## config.mk

```make
export PLATFORM = sky130hd
export DESIGN_NAME = relu_seq_ctrl
export DESIGN_NICKNAME = d
export VERILOG_FILES = /design/src/rtl/relu_seq_ctrl.sv
export SDC_FILE = /design/constraint.sdc
export NUM_CORES = 1
export LEC_CHECK = 0
export BUFFER_PORTS_ARGS = -buffer_cell sky130_fd_sc_hd__clkbuf_2
export CORE_MARGIN = 3
export CORE_UTILIZATION = 45
export CTS_CLUSTER_DIAMETER = 150
export CTS_CLUSTER_SIZE = 30
export DETAILED_ROUTE_END_ITERATION = 6
export GPL_TIMING_DRIVEN = 0
export MAX_ROUTING_LAYER = met4
export PLACE_DENSITY_LB_ADDON = 0.15
export SETUP_SLACK_MARGIN = 0.3
export SYNTH_ARGS = -nofsm -noshare
export SYNTH_HDL_FRONTEND = slang
export SYNTH_SLANG_ARGS = --single-unit
```

## constraint.sdc

```tcl
create_clock -name clk -period 5.75 [get_ports clk]
set_input_delay 1.15 -clock clk [delete_from_list [all_inputs] [get_ports clk]]
set_output_delay 1.15 -clock clk [all_outputs]
set_load 0.1 [all_outputs]
```

## src/rtl/relu_seq_ctrl.sv

```systemverilog
// Sequencer that streams one feature map from a source buffer through the ReLU into a destination
// buffer. Define RELU_SEQ_ZERO_CNT_EN to build the counter of outputs clamped to zero.
module relu_seq_ctrl #(
    parameter int unsigned BIT_WIDTH  = 32,
    parameter int unsigned ADDR_WIDTH = 10
) (
    input  logic                  clk,
    input  logic                  rst,
    input  logic                  i_start,
    input  logic [ADDR_WIDTH:0]   i_len,
    input  logic                  i_abort,
    input  logic                  i_hold,
    output logic                  o_rd_en,
    output logic [ADDR_WIDTH-1:0] o_rd_addr,
    output logic                  o_relu_ce,
    output logic                  o_relu_clr,
    input  logic                  i_relu_ce,
    input  logic [BIT_WIDTH-1:0]  i_relu_data,
    output logic                  o_wr_en,
    output logic [ADDR_WIDTH-1:0] o_wr_addr,
    output logic [BIT_WIDTH-1:0]  o_wr_data,
    output logic                  o_busy,
    output logic                  o_done,
    output logic [ADDR_WIDTH:0]   o_zero_cnt
);

    typedef enum logic [2:0] {
        StIdle,
        StClear,
        StRun,
        StDrain,
        StDone
    } state_e;

    localparam logic [ADDR_WIDTH:0] CntOne = {{ADDR_WIDTH{1'b0}}, 1'b1};

    state_e              state_q;
    logic [ADDR_WIDTH:0] len_q;
    logic [ADDR_WIDTH:0] rd_cnt_q;
    logic [ADDR_WIDTH:0] wr_cnt_q;
    logic [ADDR_WIDTH:0] wr_cnt_nxt;
    logic                relu_ce_q;
    logic                relu_clr_q;
    logic                busy_q;
    logic                done_q;

    logic start_acc;
    logic in_run;
    logic in_flow;
    logic abort_hit;
    logic rd_issue;
    logic last_rd;
    logic wr_fire;

    // Counters are one bit wider than the address so a full 2^ADDR_WIDTH run never wraps.
    always_comb begin
        start_acc  = (state_q == StIdle) && i_start;
        in_run     = (state_q == StRun);
        in_flow    = in_run || (state_q == StDrain);
        abort_hit  = i_abort && ((state_q == StClear) || in_flow);
        rd_issue   = in_run && !i_hold && !i_abort && (rd_cnt_q != len_q);
        last_rd    = rd_issue && ((rd_cnt_q + CntOne) == len_q);
        wr_fire    = in_flow && i_relu_ce && !i_abort && (wr_cnt_q != len_q);
        wr_cnt_nxt = wr_fire ? (wr_cnt_q + CntOne) : wr_cnt_q;
    end

    always_ff @(posedge clk or posedge rst) begin
        if (rst) begin
            state_q    <= StIdle;
            len_q      <= '0;
            rd_cnt_q   <= '0;
            wr_cnt_q   <= '0;
            relu_ce_q  <= 1'b0;
            relu_clr_q <= 1'b0;
            busy_q     <= 1'b0;
            done_q     <= 1'b0;
        end else begin
            // ReLU enable trails the read strobe by the buffer's one-cycle read latency.
            relu_ce_q  <= rd_issue;
            relu_clr_q <= 1'b0;
            done_q     <= 1'b0;
            wr_cnt_q   <= wr_cnt_nxt;
            if (rd_issue) begin
                rd_cnt_q <= rd_cnt_q + CntOne;
            end

            if (abort_hit) begin
                state_q    <= StIdle;
                relu_clr_q <= 1'b1;
                busy_q     <= 1'b0;
            end else begin
                unique case (state_q)
                    StIdle: begin
                        if (start_acc) begin
                            len_q  <= i_len;
                            busy_q <= 1'b1;
                            if (i_len == '0) begin
                                state_q <= StDone;
                                done_q  <= 1'b1;
                            end else begin
                                state_q    <= StClear;
                                relu_clr_q <= 1'b1;
                            end
                        end
                    end
                    StClear: begin
                        rd_cnt_q <= '0;
                        wr_cnt_q <= '0;
                        state_q  <= StRun;
                    end
                    StRun: begin
                        if (last_rd) begin
                            state_q <= StDrain;
                        end
                    end
                    StDrain: begin
                        // Look at the post-write count so DONE follows the last write directly.
                        if (wr_cnt_nxt == len_q) begin
                            state_q <= StDone;
                            done_q  <= 1'b1;
                        end
                    end
                    StDone: begin
                        state_q <= StIdle;
                        busy_q  <= 1'b0;
                    end
                    default: begin
                        state_q <= StIdle;
                    end
                endcase
            end
        end
    end

    assign o_rd_en    = rd_issue;
    assign o_rd_addr  = rd_cnt_q[ADDR_WIDTH-1:0];
    assign o_relu_ce  = relu_ce_q;
    assign o_relu_clr = relu_clr_q;
    assign o_wr_en    = wr_fire;
    assign o_wr_addr  = wr_cnt_q[ADDR_WIDTH-1:0];
    assign o_wr_data  = wr_fire ? i_relu_data : '0;
    assign o_busy     = busy_q;
    assign o_done     = done_q;

`ifdef RELU_SEQ_ZERO_CNT_EN
    logic [ADDR_WIDTH:0] zero_cnt_q;

    // Cleared when a run is accepted, then held past DONE until the next start.
    always_ff @(posedge clk or posedge rst) begin
        if (rst) begin
            zero_cnt_q <= '0;
        end else if (start_acc) begin
            zero_cnt_q <= '0;
        end else if (wr_fire && (i_relu_data == '0)) begin
            zero_cnt_q <= zero_cnt_q + CntOne;
        end
    end

    assign o_zero_cnt = zero_cnt_q;
`else
    assign o_zero_cnt = '0;
`endif

endmodule

```

* Word level (Yosys, flattened, before mapping)
Index checks and enable logic that the tools add are counted.
** Storage, ports and cells
- Bits in registers :: 40
- Bits in latches :: 0
- Memory bits (writable) :: 0
- Memory bits (read-only) :: 0
- Memories :: 0
** Cells by class
- $add $sub $neg :: 2
- Multipliers :: 0
- Divide/modulo/power cells :: 0
- Order comparisons :: 0
- Equality and inequality tests :: 11
- Shift-type cells :: 0
- Multiplexer cells :: 25
- Bitwise operators :: 1
- Reduce and logical (&&, ||, !) cells :: 19
** Operators with widths (count)
- 11-bit 2-to-1 mux :: 6
- 32-bit 2-to-1 mux :: 1
- 11-bit by 1-bit adder with 11-bit output (second input constant) :: 2
- 11-bit equality test :: 2
- 11-bit inequality test :: 2
- 3-bit 2-to-1 mux :: 5
- 3-bit case mux with 4 select lines :: 1
- 11-bit logical NOT :: 1
- 1-bit 2-to-1 mux :: 10
- 1-bit logical AND :: 9
- 3-bit by 2-bit equality test with 1-bit output (second input constant) :: 2
- 3-bit AND reduction :: 2
- 1-bit case mux with 2 select lines :: 2
- 3-bit by 1-bit equality test with 1-bit output (second input constant) :: 1
- 3-bit equality test (second input constant) :: 1
- 3-bit logical NOT :: 1
- 3-bit by 1-bit inequality test with 1-bit output (second input constant) :: 1
- 3-bit by 2-bit inequality test with 1-bit output (second input constant) :: 1
- 3-bit inequality test (second input constant) :: 1
- 3-bit nonzero test :: 1
- 1-bit logical NOT :: 2
- 1-bit logical OR :: 2
- 2-bit AND reduction :: 1
- 1-bit NOT :: 1

* Depth between registers and ports, before layout
Gate-level depths: netlist (run 1).
- Word-level depth :: 10
- Depth in mapped cells :: 9
- Mapped depth without buffers :: 8

* Worst setup path before layout (run 1)
No wires, ideal clock.
- Path type :: in2out
- Start :: in i_abort
- End :: out o_wr_data[22]
- Arrival time :: 3856 ps
- Required time :: 4600 ps
- Setup slack :: 744 ps
- Cell stages on the path :: 5
- Cells stage by stage :: or4bb_1 > a31oi_1 > buf_6 > clkbuf_1 > and2_1
** On the way
- Word-level cells in the longest chain between the ends :: 4
** Ends and longest elaborated chain
- from (decl) :: line 11 : input logic i_abort,
- 1-bit logical NOT :: line 63 : wr_fire = in_flow && i_relu_ce && !i_abort && (wr_cnt_q != len_q);
- 1-bit logical AND (2 in a row) :: line 63
- via o_wr_en :: line 19 : output logic o_wr_en,
- 32-bit 2-to-1 mux :: line 141 : assign o_wr_data = wr_fire ? i_relu_data : '0;
- to (decl) :: line 21 : output logic [BIT_WIDTH-1:0] o_wr_data,
The timed path passes the listed nets, and every way through them passes these cells.

* Worst setup path in the final report (run 1)
- Start :: in i_abort
- End :: out o_wr_data[17]
** On the way
- Word-level cells in the longest chain between the ends :: 4
** Ends and longest elaborated chain (line)
- 1-bit logical NOT :: 63
- 1-bit logical AND (2 in a row) :: 63
- 32-bit 2-to-1 mux :: 141
No other way between the ends.

==> results.toml, run 1 <==
[floorplanning]
die-area_um2 = 8050
coreArea_um2 = 6570
rows = 29
start_util_pct = 48.0
die_w_um = 89.7
pin_count = 118
die_h_um = 89.7

[sta]
finalCritPeriodShare_pct = 75.6
fin_crit_ns = 4.35
tightest_slew_ns = 0.831
slew_headroom_pct = 44.5
fmax_mhz = 230
hold_slack_ns = 0.527
finalHoldViolCount = 0
rsz0062_at_grt = "false"
tns_ns = 0
fin_skew_ns = 0.00849
drv_slew = 0
setup_viol = 0

[power]
peakVddDrop_v = 0.000153
pwr_density_cell_nw_per_um2 = 280
power.leakage_uw = 0.00198
power.total_uw = 1100

[synth]
syn-cell-area_um2 = 3160
synthMuxAreaShare_pct = 4.20
syn_inst = 365
ys_types = 56
seq_area_frac_synth_pct = 31.7
ys_async_sr_fraction_pct = 100
synth_warnings = 0
synth-simple-area-share_pct = 27.7
yosys.area.top_type = "dfrtp_1"
yosys.area_share.adder_pct = 0.793
synth_top_family_by_area = "simple AND/OR/NAND/NOR gates"
yosys-top-cells-area = "dfrtp_1, xor2_1, buf_4, and2_1, xnor2_1"
ys.flop_type = "dfrtp_1"
postSynthAreaPerCell_um2 = 8.65
yosysTopAreaCellShare_pct = 31.7
synth_xor_area_share_pct = 14.4
synth_seq_cells = 40
synth-compound-area-share_pct = 8.49
synth_commonest_cells = "dfrtp_1, nor2_1, and2_1, xor2_1, buf_4"
synth_edf_count = 0

[global_route]
grt-ovfl-total = 0
grt_pass1_wl_mm = 13.4
grt.total_usage_pct = 20.5
grt_max_degree = 41
grt_pass1_vias = 2751
antenna_found_initial = 0

[clock_network]
cts_tree = "done"
numCtsBuffers = 5
clock_sinks = 40
htree_num_levels = 2
path_clk_slew_ns = 0.08
cts-root-buf = "clkbuf_8"
post_cts_buffers = 0
cts_buffer_depth = 2
worstSkewPairLatency_ns = 0.29
holdBufCountCts = 0
ctsResizeCount = 0

[place]
gp_congestion = 0.936
port_buffers = 106
hpwl_mm = 6.34

[drt]
num_vias = 2886
drt_iter0_markers = 172
ant_nets = 0
post-route-drc-count = 0
first_pass_iters = 6
drt_wl_total_mm = 8.00
wl_per_cell_um = 13.8
via_per_inst = 4.97

[min_path]
hold_path_class = "register to register"

[cells_and_area]
area_delta_synth_final_pct = 24.1
postLayoutCoreUtil_pct = 59.6
final_layout_size_suffix_gt1_share_pct = 36.1
diodes = 0
fin_nets = 539

[critical_path]
worstPathArrival_ns = 3.20
path_class = "primary input to output pin"
crit_chain = "clkbuf_2 > or4bb_1 > a31oi_1 > buf_6 > clkbuf_1 > and2_1 > clkbuf_2"
path_buf_inv = 4
crit_top_cell = "clkbuf_2"
critPathRequiredTime_ns = 4.60
critPathTopFamily = "buffers and inverters"
cpMaxStageDelayCell = "or4bb_1"
crit_path_end_kind = "output pin"
worstSetupStartpointType = "primary input"
cp_max_fo = 10
cp_slowest_stage_delay_ns = 0.54

[status]
status = "completed"

[job]
drv_cap = 0
[metal layers]
layer | wire [um] | track usage [%] | part of all wire [%]
met1 | 3630 | 27.1 | 45
met2 | 3700 | 33.1 | 46
met3 | 560 | 3.51 | 7.0
met4 | 110 | 4.98 | 1.4
met5 | 0 | - | 0
[stage by stage]
| stage | setup slack, ns | cells | area, um2 |
|---|---|---|---|
| 3_3_place_gp | 1.44 | 574 | 3840 |
| 2_1_floorplan | 0.744 | 375 | 3190 |
| 5_1_grt | 1.26 | 581 | 3920 |
| 4_1_cts | 1.41 | 581 | 3920 |
| 3_5_place_dp | 1.43 | 574 | 3840 |
| 6_report | 1.40 | 581 | 3920 |
[path summary, 6_finish.rpt]
| check | start | end | slack (ns) | cells after the start |
|---|---|---|---|---|
| worst max-delay path | i_abort | o_wr_data[17] | 1.40 | 7 |
| worst min-delay path | state_q[0]$_DFFE_PP0P_ | state_q[1]$_DFFE_PP0P_ | 0.53 | 1 |
| worst max register to register | state_q[2]$_DFFE_PP0P_ | o_done$_DFF_PP0_ | 3.25 | 9 |
| worst min register to register | state_q[0]$_DFFE_PP0P_ | state_q[1]$_DFFE_PP0P_ | 0.53 | 1 |
| max in group asynchronous | rst | state_q[1]$_DFFE_PP0P_ | 4.21 | 2 |
| min in group asynchronous | rst | rd_cnt_q[5]$_DFF_PP0_ | 1.00 | 2 |
[power breakdown]
part / internal, uW / total, uW / switching (uW)
clock network: 82.6 / 180 / 97.1
registers: 320 / 379 / 59.1
logic: 171 / 537 / 366
total: 573 / 1100 / 522
[placed cells by master (no fill, tap or decap), types with 4 or more instances in the layout]
| master | n |
|---|---|
| clkbuf_2 | 106 |
| nor2_1 | 40 |
| dfrtp_1 | 40 |
| and2_1 | 35 |
| xor2_1 | 34 |
| buf_4 | 32 |
| nand2_1 | 25 |
| xnor2_1 | 18 |
| nand3_1 | 17 |
| clkbuf_1 | 11 |
| conb_1 | 11 |
| mux2_2 | 10 |
| nor3_1 | 8 |
| nand4_1 | 8 |
| buf_6 | 7 |
| o21ai_0 | 7 |
| a31oi_1 | 6 |
| buf_2 | 5 |
| nor4_1 | 5 |
| clkbuf_8 | 5 |
| a21oi_1 | 4 |
[flip-flops by register name, summed over array words and instances, names as in the netlist]
signal / count
len_q: 11
o_busy: 1
o_done: 1
o_relu_ce: 1
o_relu_clr: 1
rd_cnt_q: 11
state_q: 3
wr_cnt_q: 11
[kinds of logic after synthesis]
group / after synthesis
flops: 40
simple gates: 163
xor+xnor: 52
fa+ha+maj: 2
buf+inv: 58
other cells: 1
compound gates: 37
mux: 12
[final cells by class]
class	instances	area [um2]
Fill cell	597	2650
Multi-Input combinational cell	277	1800
Sequential cell	40	1000
Timing Repair Buffer	106	531
Buffer	54	382
Tap cell	93	116
Clock buffer	6	72.6
Inverter	4	15.0
Clock inverter	1	5.00
No activity file was read; power rests on OpenSTA's default activity.
==> inputs of run 2 (changes only) <==
- clock period: 5.75 -> 4 ns (I/O delays scaled with it)
==> run 2 against run 1 <==
Non-clock buffer count unchanged. Largest cell class unchanged. Highest routed layer unchanged. Sequential share of layout area shrank 0.49 points. Setup slack worse by 1.0 ns. Wire length increased by 3.1%.
==> results.toml, run 2 (synthesized netlist as in run 1, its figures left out) <==
[clock_network]
clock_sinks = 40
cts_buffer_depth = 2
ctsResizeCount = 0
cts-root-buf = "clkbuf_8"
worstSkewPairLatency_ns = 0.31
holdBufCountCts = 0
htree_num_levels = 2
path_clk_slew_ns = 0.09
post_cts_buffers = 0
cts_tree = "done"
numCtsBuffers = 5

[place]
port_buffers = 106
placedInstanceArea_um2 = 3850
place_ws_ns = 0.365
hpwl_mm = 6.49
gp_congestion = 0.928

[global_route]
antenna_found_initial = 0
grt-ovfl-total = 0
grt_max_degree = 41
grt.total_usage_pct = 20.9
grt_pass1_vias = 2745
grt_pass1_wl_mm = 13.4

[power]
p_int_uw = 927
p_sw_uw = 763
pwr_density_cell_nw_per_um2 = 423
swShare_pct = 45.2
clkPwrFrac_pct = 21.9
power.total_uw = 1690
sequentialPowerShare_pct = 32.4
combPwrFrac_pct = 45.7
power.leakage_uw = 0.00202
peakVddDrop_v = 0.000219

[drt]
ant_nets = 0
drt_wl_total_mm = 8.24
wl_per_cell_um = 14.2
post-route-drc-count = 0
first_pass_iters = 4
num_vias = 2955
via_per_inst = 5.08
drt_iter0_markers = 153

[cells_and_area]
fin_nets = 539
fillers = 596
final_common_cell = "clkbuf_2"
final_layout_size_suffix_gt1_share_pct = 38.4
multi_input_area_um2 = 1810
final_area_um2 = 3990
area_delta_synth_final_pct = 26.6
reg_top3 = "len_q x11, rd_cnt_q x11, wr_cnt_q x11"
ff_latch_area_um2 = 1000
layout_common_cells = "clkbuf_2, nor2_1, dfrtp_1, xor2_1, buf_4"
diodes = 0

[sta]
fin_skew_ns = 0.0144
drv_slew = 0
finalCritPeriodShare_pct = 89.8
fin_crit_ns = 3.59
setup_ws_ns = 0.408
slew_headroom_pct = 44.2
tightest_slew_ns = 0.836
tns_ns = 0
setup_viol = 0
fmax_mhz = 278
rsz0062_at_grt = "true"
hold_slack_ns = 0.520
finalHoldViolCount = 0

[floorplanning]
coreArea_um2 = 6570
rows = 29
die_w_um = 89.7
pin_count = 118
die_h_um = 89.7
start_util_pct = 48.0
die-area_um2 = 8050

[status]
status = "completed"

[job]
drv_cap = 0

[critical_path]
path_class = "primary input to output pin"
worstPathArrival_ns = 2.79
crit_path_end_kind = "output pin"
cp_max_fo = 10
critPathRequiredTime_ns = 3.20
worstSetupStartpointType = "primary input"

[min_path]
hold_path_class = "register to register"
==> run 2: cell count changes in the layout (fill, tap and decap cells not counted) <==
cell       delta
and2_2        +9
and2_1        -9
clkbuf_2     -16
bufinv_16     +1
clkbuf_1      -2
buf_2        +11
clkbuf_4      +6
clkinv_2      -1
clkbuf_8      +2
==> run 2: critical path: stages <==
cell      delay (ns)
clkbuf_2        0.13
or4bb_1         0.51
a31oi_1         0.27
buf_6           0.19
clkbuf_1        0.24
and2_1          0.21
buf_2           0.44
==> run 2: final cells by class <==
class,instances,area share [%]
plain buffers,54,9.59
clock buffers,7,2.41
clock inverters,1,0.752
inverters,4,0.376
multi-input cells,277,45.2
flip-flops and latches,40,25.1
well taps,93,2.91
repair buffers,106,13.7
==> run 2: power by group through the flow <==
| stage | sequential (uW) | clock (uW) | combinational [uW] |
|---|---|---|---|
| 2_1_floorplan | 566 | 0 | 604 |
| 3_3_place_gp | 551 | 0 | 757 |
| 3_5_place_dp | 552 | 0 | 772 |
| 4_1_cts | 545 | 378 | 776 |
| 5_1_grt | 555 | 389 | 830 |
| 6_report | 547 | 370 | 773 |
==> run 2: worst paths after layout <==
kind / startpoint / endpoint / slack (ns) / cells after the start
max in group asynchronous: rst / state_q[1]$_DFFE_PP0P_ / 2.82 / 2
min in group asynchronous: rst / rd_cnt_q[2]$_DFF_PP0_ / 0.64 / 2
setup reg to reg: len_q[4]$_DFFE_PP0P_ / o_done$_DFF_PP0_ / 1.57 / 7
hold / removal: state_q[0]$_DFFE_PP0P_ / state_q[1]$_DFFE_PP0P_ / 0.52 / 1
hold reg to reg: state_q[0]$_DFFE_PP0P_ / state_q[1]$_DFFE_PP0P_ / 0.52 / 1
setup / recovery: i_abort / o_wr_data[10] / 0.41 / 7
==> run 2: per-stage QoR <==
| step | utilization (%) | instances |
|---|---|---|
| floorplan | - | 375 |
| global placement | 58.7 | 574 |
| detailed placement | 58.7 | 574 |
| CTS | 60.6 | 582 |
| global route | 60.8 | 582 |
| finish | 60.8 | 582 |
==> run 2: metal layers <==
metal / GRT usage [%] / up-vias / wire, um
met3: 4.01 / 14 / 714
met1: 26.9 / 1344 / 3530
li1: - / 1444 / -
met2: 34.1 / 153 / 3880
met5: - / - / 0
met4: 5.24 / 0 / 121
==> inputs of run 3 (changes only) <==
- ABC_CLOCK_PERIOD_IN_PS: not set -> 3280
- BUFFER_PORTS_ARGS: -buffer_cell sky130_fd_sc_hd__clkbuf_2 -> not set
- DONT_BUFFER_PORTS: not set -> 1
- clock period: 4 -> 3.28 ns (I/O delays scaled with it)
==> run 3 against run 2 <==
Sequential power increased by 32%. Via count decreased by 12%. Cell count decreased by 17%. Design area decreased by 8.9%. Count of clock-buffer cells in the layout decreased by 1. Combinational power increased by 13%. Worst hold slack got worse by 0.11 ns. Wire length increased by 0.32%. Sequential cell count unchanged. Clock power decreased by 5%. Critical path type is now register to output pin.
==> results.toml, run 3 (synthesized netlist as in run 1, its figures left out) <==
[sta]
setup_viol = 0
drv_slew = 0
rsz0062_at_grt = "true"
fmax_mhz = 333
finalCritPeriodShare_pct = 91.4
tns_ns = 0
fin_crit_ns = 3.00
slew_headroom_pct = 39.7
fin_skew_ns = 0.00601
tightest_slew_ns = 0.905
finalHoldViolCount = 0

[critical_path]
crit_path_end_kind = "output pin"
rr_endpoint = "o_done$_DFF_PP0_"
path_buf_inv = 4
r2r_slack_ns = 0.76
worstSetupStartpointType = "register"
critPathTopFamily = "simple AND/OR/NAND/NOR gates"
cp_slowest_stage_delay_ns = 0.54
reg2reg_from = "state_q[2]$_DFFE_PP0P_"
crit_chain = "buf_6 > or4bb_4 > a31oi_4 > buf_6 > buf_6 > clkbuf_16 > and2_4"
critPathRequiredTime_ns = 2.62
cp_max_fo = 6
cpMaxStageDelayCell = "or4bb_4"
r2r_cells = 10
path_class = "register to output pin"
worstPathArrival_ns = 2.34
crit_top_cell = "buf_6"

[min_path]
hold_path_class = "primary input to asynchronous set/reset pin"

[cells_and_area]
area_delta_synth_final_pct = 15.3
final_cells = 484
fin_nets = 441
diodes = 0
layout_common_cells = "nor2_1, dfrtp_1, buf_4, xor2_1, and2_4"
final_layout_size_suffix_gt1_share_pct = 31.5
postLayoutCoreUtil_pct = 55.4
reg_top3 = "len_q x11, rd_cnt_q x11, wr_cnt_q x11"

[clock_network]
cts_buffer_depth = 2
cts_tree = "done"
holdBufCountCts = 0
worstSkewPairLatency_ns = 0.30
clock_sinks = 40
cts-root-buf = "clkbuf_8"
numCtsBuffers = 5
htree_num_levels = 2
path_clk_slew_ns = 0.08

[power]
power.total_uw = 1940
p_sw_uw = 932
pwr_density_cell_nw_per_um2 = 534
power.leakage_uw = 0.00164
p_int_uw = 1010
sequentialPowerShare_pct = 37.1
combPwrFrac_pct = 44.8
peakVddDrop_v = 0.000401
swShare_pct = 47.9
clkPwrFrac_pct = 18.1

[global_route]
grt-ovfl-total = 0
antenna_found_initial = 0
grt_max_degree = 41
grt_pass1_vias = 2502
grt_pass1_wl_mm = 13.2
grt.total_usage_pct = 20.9

[floorplanning]
die_w_um = 89.7
die-area_um2 = 8050
rows = 29
coreArea_um2 = 6570
start_util_pct = 48.0
die_h_um = 89.7
pin_count = 118

[drt]
drt_iter0_markers = 183
post-route-drc-count = 0
via_per_inst = 5.38
wl_per_cell_um = 17.1
ant_nets = 0
drt_wl_total_mm = 8.27
num_vias = 2605
first_pass_iters = 5

[place]
hpwl_mm = 6.35
gp_congestion = 0.918
port_buffers = 0
place_inst = 468

[status]
status = "completed"

[job]
drv_cap = 0
[run 3: through the flow]
step | hold WS, ns | setup WS, ns | instance area [um2]
finish | 0.410 | 0.281 | 3640
global route | 0.470 | 0.230 | 3640
floorplan | 0.469 | 0.345 | 3240
CTS | 0.446 | 0.167 | 3540
detailed placement | 0.499 | 0.209 | 3360
global placement | 0.490 | 0.223 | 3360
[run 3: worst max-delay path by stage]
stage,from,to,slack (ns),cells past startpoint
after global placement,i_abort,o_wr_data[31],0.22,4
after detailed placement,i_abort,o_wr_data[31],0.21,4
after global routing,state_q[2]$_DFFE_PP0P_,o_wr_data[22],0.23,7
final,state_q[2]$_DFFE_PP0P_,o_wr_data[22],0.28,7
after CTS,state_q[2]$_DFFE_PP0P_,o_wr_data[18],0.17,6
after floorplan,i_abort,o_wr_data[22],0.35,5
[run 3: layout make-up]
type                            count  area, um2
Sequential cell                    40       1000
Tap cell                           93        116
Fill cell                         620       2930
Clock inverter                      2       10.0
Clock buffer                        6       82.6
Multi-Input combinational cell    277       1930
Timing Repair Buffer                8       70.1
Inverter                            4       15.0
Buffer                             54        408
[run 3: what timing repair did]
action,4_1_cts,5_1_grt
cloned,1,0
setup buffers,3,4
endpoints found under the setup margin,32,30
gates resized for setup,11,31
pin swaps,3,7
[run 3: routing by layer]
metal / track usage [%] / vias to the layer above / wire length, um
met4: 4.21 / 0 / 106
met2: 33.8 / 125 / 3940
met1: 27.4 / 1226 / 3610
met3: 4.17 / 10 / 605
li1: - / 1244 / -
met5: - / - / 0
[run 3: power groups by stage]
stage / sequential [uW] / clock [uW] / combinational [uW]
global placement: 724 / 0 / 825
detailed placement: 726 / 0 / 831
finish: 721 / 352 / 871
floorplan: 690 / 0 / 740
global route: 734 / 387 / 936
CTS: 716 / 362 / 850
